$ cat config.mk
export PLATFORM = sky130hd
export DESIGN_NAME = dmem_uart_tx_flat
export DESIGN_NICKNAME = d
export VERILOG_FILES = /design/src/rtl/dmem_uart_tx_pkg.sv /design/src/rtl/dmem_uart_tx_if.sv /design/src/rtl/dmem_uart_tx_fifo.sv /design/src/rtl/dmem_uart_tx.sv /design/src/flat_wrapper.sv
export SDC_FILE = /design/constraint.sdc
export NUM_CORES = 1
export LEC_CHECK = 0
export CAP_MARGIN = 20
export CORE_AREA = 2 2 119 98
export CTS_CLUSTER_SIZE = 25
export DETAILED_ROUTE_END_ITERATION = 8
export DIE_AREA = 0 0 121 100
export GPL_TIMING_DRIVEN = 0
export HOLD_SLACK_MARGIN = 0.08
export PLACE_DENSITY = 0.72
export SLEW_MARGIN = 5
export SYNTH_ARGS = -nofsm -noshare
export SYNTH_HDL_FRONTEND = slang
export SYNTH_SLANG_ARGS = --single-unit
$ cat constraint.sdc
create_clock -name CLK -period 6.5 [get_ports CLK]
set_input_delay 0.65 -clock CLK [delete_from_list [all_inputs] [get_ports CLK]]
set_output_delay 0.65 -clock CLK [all_outputs]
set_load 0.02 [all_outputs]
$ cat src/rtl/dmem_uart_tx_pkg.sv
// Shared definitions for the data-memory mapped UART transmitter:
// register offsets, STATUS bit positions, FSM state encoding.
package risc_uart_pkg;

  localparam logic [3:0] OFF_TXDATA  = 4'h0;
  localparam logic [3:0] OFF_STATUS  = 4'h4;
  localparam logic [3:0] OFF_BAUDDIV = 4'h8;

  localparam int ST_BUSY   = 0;
  localparam int ST_FULL   = 1;
  localparam int ST_EMPTY  = 2;
  localparam int ST_OVF    = 3;
  localparam int ST_CNT_LO = 4;

  typedef enum logic [2:0] {
    IDLE,
    START,
    DATA,
    PARITY,
    STOP
  } tx_state_e;

  // A divider of zero still yields a one-clock bit.
  function automatic logic [15:0] eff_div(
    input logic [15:0] d
  );
    return (d == 16'd0) ? 16'd1 : d;
  endfunction

endpackage

$ cat src/rtl/dmem_uart_tx_if.sv
// Data-memory port slice seen by the UART responder:
// decode hit, offset, store strobe/data and combinational load data.
interface dmem_uart_tx_if;

  logic        SEL;
  logic [3:0]  A;
  logic        WE;
  logic [31:0] WD;
  logic [31:0] RD;

  modport master (
    output SEL, A, WE, WD,
    input  RD
  );

  modport slave (
    input  SEL, A, WE, WD,
    output RD
  );

endinterface

$ cat src/rtl/dmem_uart_tx_fifo.sv
// Byte FIFO for the UART transmitter; a push into a full FIFO is
// accepted only when a pop happens on the same edge.
module uart_tx_fifo #(
  parameter  int DEPTH = 4,
  localparam int AW    = $clog2(DEPTH),
  localparam int CW    = AW + 1
) (
  input  logic          clk,
  input  logic          rst,
  input  logic          push,
  input  logic [7:0]    wdata,
  input  logic          pop,
  output logic [7:0]    rdata,
  output logic          full,
  output logic          empty,
  output logic [CW-1:0] count,
  output logic          drop
);

  logic [7:0]    mem_q [DEPTH];
  logic [AW-1:0] wp_q, wp_d;
  logic [AW-1:0] rp_q, rp_d;
  logic [CW-1:0] cnt_q, cnt_d;
  logic          do_push;
  logic          do_pop;

  assign full  = (cnt_q == CW'(DEPTH));
  assign empty = (cnt_q == '0);
  assign count = cnt_q;
  assign rdata = mem_q[rp_q];

  always_comb begin
    do_pop  = pop & ~empty;
    do_push = push & (~full | do_pop);
    drop    = push & ~do_push;
    wp_d    = do_push ? wp_q + AW'(1) : wp_q;
    rp_d    = do_pop ? rp_q + AW'(1) : rp_q;
    cnt_d   = cnt_q + CW'(do_push) - CW'(do_pop);
  end

  always_ff @(posedge clk) begin
    if (rst) begin
      wp_q  <= '0;
      rp_q  <= '0;
      cnt_q <= '0;
    end else begin
      wp_q  <= wp_d;
      rp_q  <= rp_d;
      cnt_q <= cnt_d;
    end
  end

  always_ff @(posedge clk) begin
    if (do_push) begin
      mem_q[wp_q] <= wdata;
    end
  end

endmodule

$ cat src/rtl/dmem_uart_tx.sv
// Memory-mapped 8N1 UART transmitter on the data-memory port.
// Define UART_TX_PARITY_EN to insert an even-parity bit after DATA.
module dmem_uart_tx
  import risc_uart_pkg::*;
#(
  parameter int          FIFO_DEPTH  = 4,
  parameter logic [15:0] DEFAULT_DIV = 16'd868
) (
  input  logic           CLK,
  input  logic           RST,
  dmem_uart_tx_if.slave  bus,
  output logic           TX,
  output logic           IRQ
);

  localparam int CW = $clog2(FIFO_DEPTH) + 1;

  logic          hit_tx, hit_st, hit_bd;
  logic          push, w1c, bd_we;
  logic          pop;
  logic [7:0]    f_rdata;
  logic          f_full, f_empty, f_drop;
  logic [CW-1:0] f_count;

  tx_state_e     state_q, state_d;
  logic [15:0]   cnt_q, cnt_d, cnt_nx;
  logic [15:0]   per_q, per_d;
  logic [15:0]   baud_q, baud_d;
  logic [7:0]    shift_q, shift_d;
  logic [2:0]    idx_q, idx_d;
  logic          tx_q, tx_d;
  logic          ovf_q, ovf_d;
  logic          bit_end;
  logic [31:0]   status;
`ifdef UART_TX_PARITY_EN
  logic          par_q, par_d;
`endif

  logic unused_bits;
  assign unused_bits = ^{bus.WD[31:16], bus.A[1:0]};

  always_comb begin
    hit_tx = bus.SEL & (bus.A[3:2] == OFF_TXDATA[3:2]);
    hit_st = bus.SEL & (bus.A[3:2] == OFF_STATUS[3:2]);
    hit_bd = bus.SEL & (bus.A[3:2] == OFF_BAUDDIV[3:2]);
    push   = hit_tx & bus.WE;
    w1c    = hit_st & bus.WE & bus.WD[ST_OVF];
    bd_we  = hit_bd & bus.WE;
  end

  uart_tx_fifo #(
    .DEPTH (FIFO_DEPTH)
  ) u_fifo (
    .clk   (CLK),
    .rst   (RST),
    .push  (push),
    .wdata (bus.WD[7:0]),
    .pop   (pop),
    .rdata (f_rdata),
    .full  (f_full),
    .empty (f_empty),
    .count (f_count),
    .drop  (f_drop)
  );

  // Dropped push wins over a same-cycle clear.
  always_comb begin
    ovf_d  = (ovf_q & ~w1c) | f_drop;
    baud_d = bd_we ? bus.WD[15:0] : baud_q;
  end

  always_comb begin
    state_d = state_q;
    cnt_d   = cnt_q;
    per_d   = per_q;
    shift_d = shift_q;
    idx_d   = idx_q;
    tx_d    = tx_q;
    pop     = 1'b0;
`ifdef UART_TX_PARITY_EN
    par_d   = par_q;
`endif
    bit_end = (cnt_q == 16'd0);
    cnt_nx  = bit_end ? per_q - 16'd1 : cnt_q - 16'd1;

    unique case (state_q)
      IDLE: begin
        pop = ~f_empty;
      end
      START: begin
        cnt_d = cnt_nx;
        if (bit_end) begin
          state_d = DATA;
          idx_d   = '0;
          tx_d    = shift_q[0];
        end
      end
      DATA: begin
        cnt_d = cnt_nx;
        if (bit_end) begin
          shift_d = shift_q >> 1;
          idx_d   = idx_q + 3'd1;
          if (idx_q == 3'd7) begin
`ifdef UART_TX_PARITY_EN
            state_d = PARITY;
            tx_d    = par_q;
`else
            state_d = STOP;
            tx_d    = 1'b1;
`endif
          end else begin
            tx_d = shift_q[1];
          end
        end
      end
`ifdef UART_TX_PARITY_EN
      PARITY: begin
        cnt_d = cnt_nx;
        if (bit_end) begin
          state_d = STOP;
          tx_d    = 1'b1;
        end
      end
`endif
      STOP: begin
        cnt_d = cnt_nx;
        if (bit_end) begin
          state_d = IDLE;
          tx_d    = 1'b1;
          pop     = ~f_empty;
        end
      end
      default: begin
        state_d = IDLE;
        tx_d    = 1'b1;
      end
    endcase

    // Frame start, from IDLE or straight out of STOP.
    if (pop) begin
      state_d = START;
      shift_d = f_rdata;
      per_d   = eff_div(baud_q);
      cnt_d   = eff_div(baud_q) - 16'd1;
      tx_d    = 1'b0;
`ifdef UART_TX_PARITY_EN
      par_d   = ^f_rdata;
`endif
    end
  end

  always_ff @(posedge CLK) begin
    if (RST) begin
      state_q <= IDLE;
      cnt_q   <= '0;
      per_q   <= 16'd1;
      shift_q <= '0;
      idx_q   <= '0;
      tx_q    <= 1'b1;
      ovf_q   <= 1'b0;
      baud_q  <= DEFAULT_DIV;
`ifdef UART_TX_PARITY_EN
      par_q   <= 1'b0;
`endif
    end else begin
      state_q <= state_d;
      cnt_q   <= cnt_d;
      per_q   <= per_d;
      shift_q <= shift_d;
      idx_q   <= idx_d;
      tx_q    <= tx_d;
      ovf_q   <= ovf_d;
      baud_q  <= baud_d;
`ifdef UART_TX_PARITY_EN
      par_q   <= par_d;
`endif
    end
  end

  always_comb begin
    status                   = '0;
    status[ST_BUSY]          = (state_q != IDLE);
    status[ST_FULL]          = f_full;
    status[ST_EMPTY]         = f_empty;
    status[ST_OVF]           = ovf_q;
    status[ST_CNT_LO +: 4]   = 4'(f_count);
    bus.RD = '0;
    unique case (1'b1)
      hit_st:  bus.RD = status;
      hit_bd:  bus.RD = {16'h0, baud_q};
      default: bus.RD = '0;
    endcase
  end

  assign TX  = tx_q;
  assign IRQ = f_empty & (state_q == IDLE);

endmodule

$ cat src/flat_wrapper.sv
// flat-port wrapper written by rule: the top's interface ports become plain ports
module dmem_uart_tx_flat import risc_uart_pkg::*;
#(
  parameter int          FIFO_DEPTH  = 4,
  parameter logic [15:0] DEFAULT_DIV = 16'd868
)
  (CLK, RST, TX, IRQ, bus_SEL, bus_A, bus_WE, bus_WD, bus_RD);
  dmem_uart_tx_if bus_i ();
  input  logic CLK;
  input  logic RST;
  output logic TX;
  output logic IRQ;
  input wire logic [$bits(bus_i.SEL)-1:0] bus_SEL;
  input wire logic [$bits(bus_i.A)-1:0] bus_A;
  input wire logic [$bits(bus_i.WE)-1:0] bus_WE;
  input wire logic [$bits(bus_i.WD)-1:0] bus_WD;
  output wire logic [$bits(bus_i.RD)-1:0] bus_RD;
  assign bus_i.SEL = bus_SEL;
  assign bus_i.A = bus_A;
  assign bus_i.WE = bus_WE;
  assign bus_i.WD = bus_WD;
  assign bus_RD = bus_i.RD;
  dmem_uart_tx #(.FIFO_DEPTH(FIFO_DEPTH), .DEFAULT_DIV(DEFAULT_DIV)) u_core (.CLK(CLK), .RST(RST), .bus(bus_i), .TX(TX), .IRQ(IRQ));
endmodule
# Yosys cells after proc, flatten, opt, wreduce, memory -nomap -nowiden
# Memory sizes are Yosys's and may differ from the RTL's. A register that Yosys moved wholly into a read port is not among the register bits.
# Index checks and enable logic that the tools add are counted.
[totals]
n_memories = 1
out_inout_bits = 34
ram_bits = 32
in_bits = 40
register_bits = 71
word_cells = 101
[memory_table]
columns = ["memory", "depth", "word_bits", "rd", "rd_clocked_by_memory_dff", "write_ports", "line_no", "text"]
rows = [
  ["u_core.u_fifo.mem_q", 4, 8, 1, 1, 1, "dmem_uart_tx_fifo.sv:20", "logic [7:0] mem_q [DEPTH];"],
]
[classes]
n_mux = 28
addsub = 8
reduce_logical = 17
bitwise_logic = 19
n_eq_ne = 16
[op_table]
columns = ["op", "n"]
rows = [
  ["16-bit two-way mux", 4],
  ["16-bit by 1-bit subtractor with 16-bit output (second input constant)", 3],
  ["16-bit zero test", 2],
  ["16-bit case mux with 2 select lines", 1],
  ["8-bit two-way mux", 3],
  ["3-bit two-way mux", 5],
  ["1-bit bitwise AND", 12],
  ["3-bit by 2-bit != test with 1-bit output (second input constant)", 4],
  ["3-bit case mux with 4 select lines", 1],
  ["5-bit AND reduction", 2],
  ["3-bit == test (second input constant)", 3],
  ["1-bit two-way mux", 9],
  ["2-bit by 1-bit != test with 1-bit output (second input constant)", 4],
  ["2-bit nonzero test", 4],
  ["3-bit zero test", 2],
  ["3-bit case mux with 2 select lines", 1],
  ["1-bit inverter", 5],
  ["2-bit by 1-bit adder with 2-bit output (second input constant)", 2],
  ["2-bit two-way mux", 2],
  ["1-bit case mux with 4 select lines", 1],
  ["4-bit AND reduction", 1],
  ["3-bit by 1-bit adder with 3-bit output", 1],
  ["3-bit by 1-bit adder with 3-bit output (second input constant)", 1],
  ["3-bit by 1-bit == test with 1-bit output (second input constant)", 1],
  ["13 further kinds", 14],
]

# Longest topological paths before layout
# Gate-level depths: netlist of run 1.
[depth]
ltp_word = 10
mapped_depth = 16

# Cells and area by module
# From an unflattened synthesis of run 1, not the netlist that was laid out.
[unflattened]
hier_cells = 584
hier_area_um2 = 5381.4
[by_module_without_submodules]
columns = ["module", "area_each_um2", "cells_each", "n_inst"]
rows = [
  ["dmem_uart_tx", 3726.1, 493, 1],
  ["uart_tx_fifo", 1655.3, 91, 1],
]

# Worst setup path before layout of run 1
# OpenSTA, ideal clock, no wires.
[synth_timing]
path_type = "register to register"
start = "register u_core.u_fifo.cnt_q[1] (netlist: u_core.u_fifo.count[1])"
end = "register u_core.cnt_q[14]"
path_slack_ns = 3.133
required_time_ns = 6.394
stages_incl_launch_ff = 15
arrival_ns = 3.261
setup_time_ns = 0.106
cell_sequence = "dfxtp_1 or3_1 and4_1 a21o_1 buf_2 clkbuf_1 buf_2 a32o_1 a21oi_1 ha_1 o211ai_1 nor3_1 nand3_1 or3_1 o311ai_0"
[synth_between]
elab_chain_cells = 5
word_cells_on_any_way = 6
cone_classes = "mux: 3; bitwise: 1; reduce/logical: 2"
[synth_lines]
columns = ["item", "line_no", "text"]
rows = [
  ["start: declaration", "dmem_uart_tx_fifo.sv:23", "logic [CW-1:0] cnt_q, cnt_d;"],
  ["start signal: assignment", "dmem_uart_tx_fifo.sv:49", "cnt_q <= cnt_d;"],
  ["3-bit zero test (*)", "dmem_uart_tx_fifo.sv:28", "assign empty = (cnt_q == '0);"],
  ["1-bit inverter (*)", "dmem_uart_tx.sv:88, dmem_uart_tx.sv:130", ""],
  ["1-bit two-way mux", "dmem_uart_tx.sv:127", "if (bit_end) begin"],
  ["1-bit case mux with 2 select lines (*)", "dmem_uart_tx.sv:86", "unique case (state_q)"],
  ["16-bit two-way mux or 2-bit nonzero test (tied branches)", "--", ""],
  ["end signal: assignment", "dmem_uart_tx.sv:167", "cnt_q <= cnt_d;"],
  ["end: declaration", "dmem_uart_tx.sv:26", "logic [15:0] cnt_q, cnt_d, cnt_nx;"],
]
# Mark *: on every way between the ends. The rest lies on a longest branch, timed or not.
# A chain may end at the register's enable or synchronous reset.

# Worst setup path in the final report of run 1
# Ends and elaborated chain as after synthesis.

==> summary.md, run 1 <==
| Metric | Value |
|---|---|
| Final Cell Area | `6240 um2` |
| Slew HR | `46.5%` |
| CP most frequent cell | `buf_2` |
| Hold Buf Count CTS | `0` |
| Final TNS setup | `0 ps` |
| Final net count | `680` |
| Clock Latency Late Sink | `350 ps` |
| Arr. time, crit path | `4680 ps` |
| Combinational share of power | `48.3%` |
| Clk sink count | `105` |
| DIE AREA | `12,100 um2` |
| Cell Area, Placed | `5930 um2` |
| Avg Cell Area, Syn | `9.36 um2` |
| First-pass GRT wire length | `23,400 um` |
| CTS clk-pin slew, worst paths | `70 ps` |
| Initial Utilization | `47.8%` |
| Crit Path Class | `register to register` |
| Critical-path maximum fanout | `10` |
| Register area share after synthesis | `45.7%` |
| Crit-path cells | `nor3_2 -> nor2_1 -> a21o_1 -> buf_2 -> clkbuf_1 -> buf_2 -> a32o_1 -> a21oi_1 -> ha_1 -> o211ai_1 -> nor3_1 -> nand3_1 -> or3_1 -> o311ai_0` |
| Register share of total power | `31.4%` |
| Switch Pwr | `1.22 mW` |
| First DRT Iteration DRCs | `419` |
| Hpwl dp | `10,800 um` |
| Leading area contributor after synthesis | `dfxtp_1` |
| Final Skew | `9.06 ps` |
| PortBufs | `39` |
| Worst path bufs/invs | `3` |
| Share of the synthesized area in the top cell type | `27.6%` |
| RSZ-0062 raised after global routing | `no` |
| Num CTS Buffers | `9` |
| Synth Flop Type | `dfxtp_1` |
| Max-cap violations | `0` |
| DRC Markers | `0` |
| Clock share of power | `20.3%` |
| Top Family by Delay on Critical Path | `simple AND/OR/NAND/NOR gates` |
| Synth top cells by count | `nand2_1, dfxtp_1, nor2_1` |
| Hold Fails Final Rpt | `0` |
| Filler cells | `1,011` |
| Sw frac | `43.3%` |
| Routed via count | `4,604` |
| P_int | `1.59 mW` |
| VDD IR max | `0.207 mV` |
| Yosys warns | `0` |
| Wire per inst | `18.8 um` |
| Root buffer cell | `clkbuf_16` |
| Final WL | `14,700 um` |
| Remaining antenna violation count after routing | `0` |
| CTS Buffer Depth | `2` |
| Slowest stage cell, crit path | `nor3_2` |
| Seq cells post-synth | `105` |
| Fin crit period | `4440 ps` |
| Hold Path Class | `register to register` |
| Outcome | `complete, no violations` |
| CTS tree | `done` |
| Total track usage | `25.2%` |
| # H-tree levels | `3` |
| # diodes | `0` |
| Most numerous cell in the Yosys netlist | `nand2_1` |
| Fmax | `225 MHz` |
| Post-Synthesis Cells | `566` |
| Max-slew violation count | `0` |
| Vias/cell | `5.87` |
| RePlAce Congestion | `0.929` |
| CP Launch Type | `register` |
| Die W | `121 um` |
| Required time of the critical path | `6740 ps` |
| Pre-antenna DRT Iters | `5` |
| Final setup fails | `0` |
| Mapped Area | `5300 um2` |
| Ys async rst share | `0%` |
| Largest stage delay, worst path | `660 ps` |
| Final period utilization | `68.3%` |
| Crit. End Element | `register` |
| EDFF count, synth | `32` |
| Largest net degree at the start of global routing | `21` |
| Fin util | `56.3%` |
| Initial antenna violation count | `0` |
| Cell Rows | `35` |
| Number of I/O pins | `74` |
| Core area | `11,100 um2` |
| Number of setup buffers added after CTS | `0` |
| Post_cts resized | `0` |
| Number of distinct library cells after synthesis | `66` |
| Worst slew pin tran | `796 ps` |
| Die height | `100 um` |
| Total grt overflow | `0` |
| Leak | `2.24 nW` |
| PD cells | `451 nW/um2` |
| Fin Hold WS | `453 ps` |
| Largest cells by area after synthesis | `dfxtp_1, edfxtp_1, nand2_1` |
| Layout cells sized above 1 | `10.1%` |
| Layout area overhead | `17.8%` |
| Vias in the first global route | `4,387` |
==> worst min-delay path: cells and delay by family (launching register included) <==
family / cells / cell delay, ps
DFF: 1 / 310
AOI/OAI and AO/OA: 1 / 50
and+or+nand+nor: 1 / 50
==> cell families (layout without fill, tap and decap cells) <==
logic type	count (synthesis)	in the layout	synth area share (%)
buffers and inverters	60	115	5.84
AND/OR/NAND/NOR	221	221	20.6
XOR/XNOR	13	13	2.15
adder cells (fa/ha/maj)	10	10	2.46
flip-flops	105	105	45.7
AO/OA/AOI/OAI	133	133	16.8
other	1	16	0.0708
multiplexers	23	23	6.29
==> stage by stage <==
stage / total power [mW] / setup WS (ps) / instances
after CTS: 2.78 / 2180 / 784
after floorplan: 1.83 / 3130 / 581
after detailed placement: 2.21 / 2190 / 768
final: 2.81 / 2060 / 784
after global routing: 2.98 / 1840 / 784
after global placement: 2.19 / 2220 / 768
==> area by class of cell <==
class	instances	area [um2]	area share, %
plain buffers	53	283	4.53
clock buffers	10	229	3.67
clock inverters	6	81.3	1.30
inverters	7	26.3	0.421
multi-input cells	416	2620	42.0
flip-flops and latches	105	2420	38.8
well taps	148	185	2.97
repair buffers	39	390	6.26
==> power groups by stage <==
stage          clock network (mW)  registers, mW  logic, mW
2_1_floorplan                   0          0.864      0.965
3_5_place_dp                    0          0.891       1.32
5_1_grt                     0.597          0.892       1.49
6_report                    0.570          0.882       1.36
4_1_cts                     0.574          0.877       1.32
3_3_place_gp                    0          0.888       1.30
==> path summary, 6_finish.rpt <==
path                             to  depth (start not counted)                    from  slack [ps]
setup reg to reg   u_core.cnt_q[14]                         14  u_core.u_fifo.count[1]        2060
setup / recovery   u_core.cnt_q[14]                         14  u_core.u_fifo.count[1]        2060
hold / removal    u_core.shift_q[2]                          2       u_core.shift_q[2]         450
hold reg to reg   u_core.shift_q[2]                          2       u_core.shift_q[2]         450
==> state kept, by name, indices dropped and copies added (netlist names), named ones only <==
register and flops:
u_core.u_fifo.count 3, u_core.u_fifo.mem_q 32, u_core.baud_q 16, u_core.shift_q 8, u_core.state_q 3, u_core.u_fifo.wp_q 2, u_core.idx_q 3, u_core.u_fifo.rp_q 2
u_core.per_q 16, u_core.cnt_q 16, u_core.TX 1, u_core.ovf_q 1
==> layout by cell type, fill, tap and decap left out, types with 4 or more instances in the layout <==
cell / n
nand2_1: 76
dfxtp_1: 73
nor2_1: 53
a21oi_1: 41
clkdlybuf4s50_1: 39
edfxtp_1: 32
clkbuf_1: 28
o21ai_0: 18
buf_4: 17
a211oi_1: 16
conb_1: 16
a22oi_1: 15
and3_1: 13
mux2i_1: 13
nor3_1: 12
nor2b_1: 11
xnor2_1: 10
clkbuf_16: 9
mux4_2: 8
ha_1: 8
inv_1: 7
or3_1: 7
nor4_1: 7
nand4_1: 7
nand2b_1: 7
nand3b_1: 6
a31o_2: 5
buf_2: 4
and2_1: 4
nand3_1: 4
a311oi_1: 4
o21a_1: 4
==> routing by layer <==
metal | global-route usage (%) | share of wire, %
met1 | 35.1 | 43
met2 | 39.2 | 46
met3 | 6.42 | 9.9
met4 | 7.16 | 1.7
met5 | 0 | 0
Power figures use the tool's default switching activity.
==> run 2: changes to the inputs <==
- PLACE_DENSITY: 0.72 -> 0.75
- clock period: 6.5 -> 3.8 ns (I/O delays scaled with it)
==> run 2 against run 1 <==
  * Die area unchanged
  * Sequential power up 72%
  * Critical path type unchanged
  * Combinational power up 75%
==> summary.md, run 2 (synthesis gave the netlist of run 1 again) <==
| Metric | Value |
|---|---|
| Outcome | `complete, no violations` |
| First DRT Iteration DRCs | `460` |
| Vias/cell | `5.86` |
| DP Cell Count | `768` |
| Worst hold start | `u_core.shift_q[2]` |
| Layout cells sized above 1 | `11.8%` |
| Required time of the critical path | `4040 ps` |
| Final net count | `679` |
| Vias in the first global route | `4,342` |
| Slew HR | `29.7%` |
| Filler cells | `982` |
| Switch Pwr | `2.11 mW` |
| Register share of total power | `31.0%` |
| Final Skew | `9.93 ps` |
| Fmax | `274 MHz` |
| First-pass GRT wire length | `23,400 um` |
| DIE AREA | `12,100 um2` |
| FF-to-FF setup slack | `150 ps` |
| Slowest stage cell, crit path | `or3_4` |
| Clk sink count | `105` |
| PD cells | `775 nW/um2` |
| Final TNS setup | `0 ps` |
| Remaining antenna violation count after routing | `0` |
| Max-cap violations | `0` |
| Fin crit period | `3650 ps` |
| Hold Path End | `u_core.shift_q[2]` |
| Initial Utilization | `47.8%` |
| Num CTS Buffers | `9` |
| DRC Markers | `0` |
| Die W | `121 um` |
| Largest net degree at the start of global routing | `22` |
| # H-tree levels | `3` |
| Arr. time, crit path | `3890 ps` |
| R2r endpoint | `u_core.cnt_q[14]` |
| Number of I/O pins | `74` |
| CP most frequent cell | `clkbuf_4` |
| Core area | `11,100 um2` |
| Hold Fails Final Rpt | `0` |
| Worst path bufs/invs | `2` |
| CTS tree | `done` |
| Sw frac | `43.1%` |
| Commonest non-fill, non-tap cell in the layout | `nand2_1` |
| Critical-path maximum fanout | `19` |
| Largest stage delay, worst path | `430 ps` |
| Die height | `100 um` |
| Final setup fails | `0` |
| Layout area overhead | `19.3%` |
| Initial antenna violation count | `0` |
| Total track usage | `25.1%` |
| Final Instance Count excl. Fillers | `783` |
| Max-slew violation count | `0` |
| # diodes | `0` |
| Worst slew pin tran | `1050 ps` |
| Root buffer cell | `clkbuf_16` |
| Wire per inst | `18.6 um` |
| Clock Latency Late Sink | `350 ps` |
| Most flop-heavy register | `u_core.u_fifo.mem_q` |
| Reg area | `2420 um2` |
| CTS clk-pin slew, worst paths | `80 ps` |
| PortBufs | `39` |
| Final period utilization | `96.1%` |
| Hold Path Class | `register to register` |
| Hold path depth | `2` |
| Worst Reg-to-Reg Cells | `13` |
| CTS Buffer Depth | `2` |
| Crit-path cells | `or3_4 -> and4_1 -> a21o_1 -> clkbuf_4 -> clkbuf_4 -> a32o_1 -> a21oi_1 -> ha_1 -> o211ai_1 -> nor3_4 -> nand3_2 -> or3_1 -> o311ai_0` |
| Cell Rows | `35` |
| Most frequent cells in the layout | `nand2_1, dfxtp_1, nor2_1` |
| Max FFs per register | `32` |
| Hpwl dp | `10,500 um` |
| Combinational share of power | `48.6%` |
| Crit. End Element | `register` |
| Area taken by multi-input logic gates | `2670 um2` |
| Pre-antenna DRT Iters | `6` |
| Final WL | `14,600 um` |
| Total grt overflow | `0` |
| Routed via count | `4,588` |
| Crit Path Class | `register to register` |
| Hold Buf Count CTS | `0` |
| P_int | `2.78 mW` |
| RePlAce Congestion | `0.971` |
| VDD IR max | `0.407 mV` |
| Leak | `2.27 nW` |
| CP Launch Type | `register` |
| Worst R2R Start | `u_core.u_fifo.count[1]` |
| Top Family by Delay on Critical Path | `simple AND/OR/NAND/NOR gates` |
| Clock share of power | `20.4%` |
run 2: changes by cell type in the layout (fill, tap and decap cells not counted), sizes merged:
cell / previous run / this run
buf: 26 / 25
clkbuf: 37 / 36
clkinv: 1 / 4
inv: 11 / 9
run 2: how the worst max path moves through the flow:
stage                                 startpoint  cells after the start  slack, ps          endpoint
after floorplan           u_core.u_fifo.count[1]                     14        430  u_core.cnt_q[14]
after global placement    u_core.u_fifo.count[1]                     14       -420  u_core.cnt_q[14]
after detailed placement  u_core.u_fifo.count[1]                     14       -430  u_core.cnt_q[14]
after CTS                       u_core.cnt_q[12]                     13         20  u_core.cnt_q[14]
after global routing           u_core.state_q[0]                     14        -20  u_core.cnt_q[14]
final                     u_core.u_fifo.count[1]                     13        150  u_core.cnt_q[14]
run 2: power groups by stage:
stage	sequential [mW]	combinational [mW]	clock [mW]
6_report	1.52	2.38	0.999
5_1_grt	1.53	2.54	1.06
4_1_cts	1.50	2.28	1.01
3_5_place_dp	1.52	2.23	0
3_3_place_gp	1.52	2.20	0
2_1_floorplan	1.48	1.65	0
run 2: layout make-up:
| class | instances | area share [%] |
|---|---|---|
| multi-input cells | 416 | 42.3 |
| plain buffers | 51 | 4.46 |
| flip-flops and latches | 105 | 38.4 |
| inverters | 7 | 0.416 |
| clock buffers | 9 | 3.57 |
| repair buffers | 40 | 6.30 |
| well taps | 148 | 2.93 |
| clock inverters | 7 | 1.70 |
run 2: metrics by stage:
stage	utilization (%)	hold slack, ps	total power, mW	area (um2)	setup WS, ps
detailed placement	53.5	449	3.75	5930	-433
global placement	53.5	439	3.72	5930	-417
finish	57.0	456	4.90	6320	149
floorplan	-	432	3.13	5350	433
global route	57.0	474	5.13	6320	-17.4
CTS	56.7	458	4.79	6280	19.3
run 2: what timing repair did:
action                                 4_1_cts  5_1_grt
setup endpoints to repair                    6        5
resized for setup                            6        8
pin swaps                                    0        1
setup buffers                                0        1
endpoints found under the hold margin        0        0
gates cloned                                 0        0
run 2: worst register-to-register path, cell delays in order (launching register included):
cell      delay, ps
dfxtp_2         380
or3_4           430
and4_1          230
a21o_1          200
clkbuf_4        260
clkbuf_4        270
a32o_1          230
a21oi_1         120
ha_1            250
o211ai_1        190
nor3_4          350
nand3_2         160
or3_1           380
o311ai_0        100
run 2: routing by layer:
metal  part of all wire, %  GRT usage [%]  vias up
met3                   8.6           5.80       26
met4                   1.6           5.72        0
met2                    45           38.9      228
met5                     0              0        -
met1                    44           35.8     2172
li1                      -              -     2162
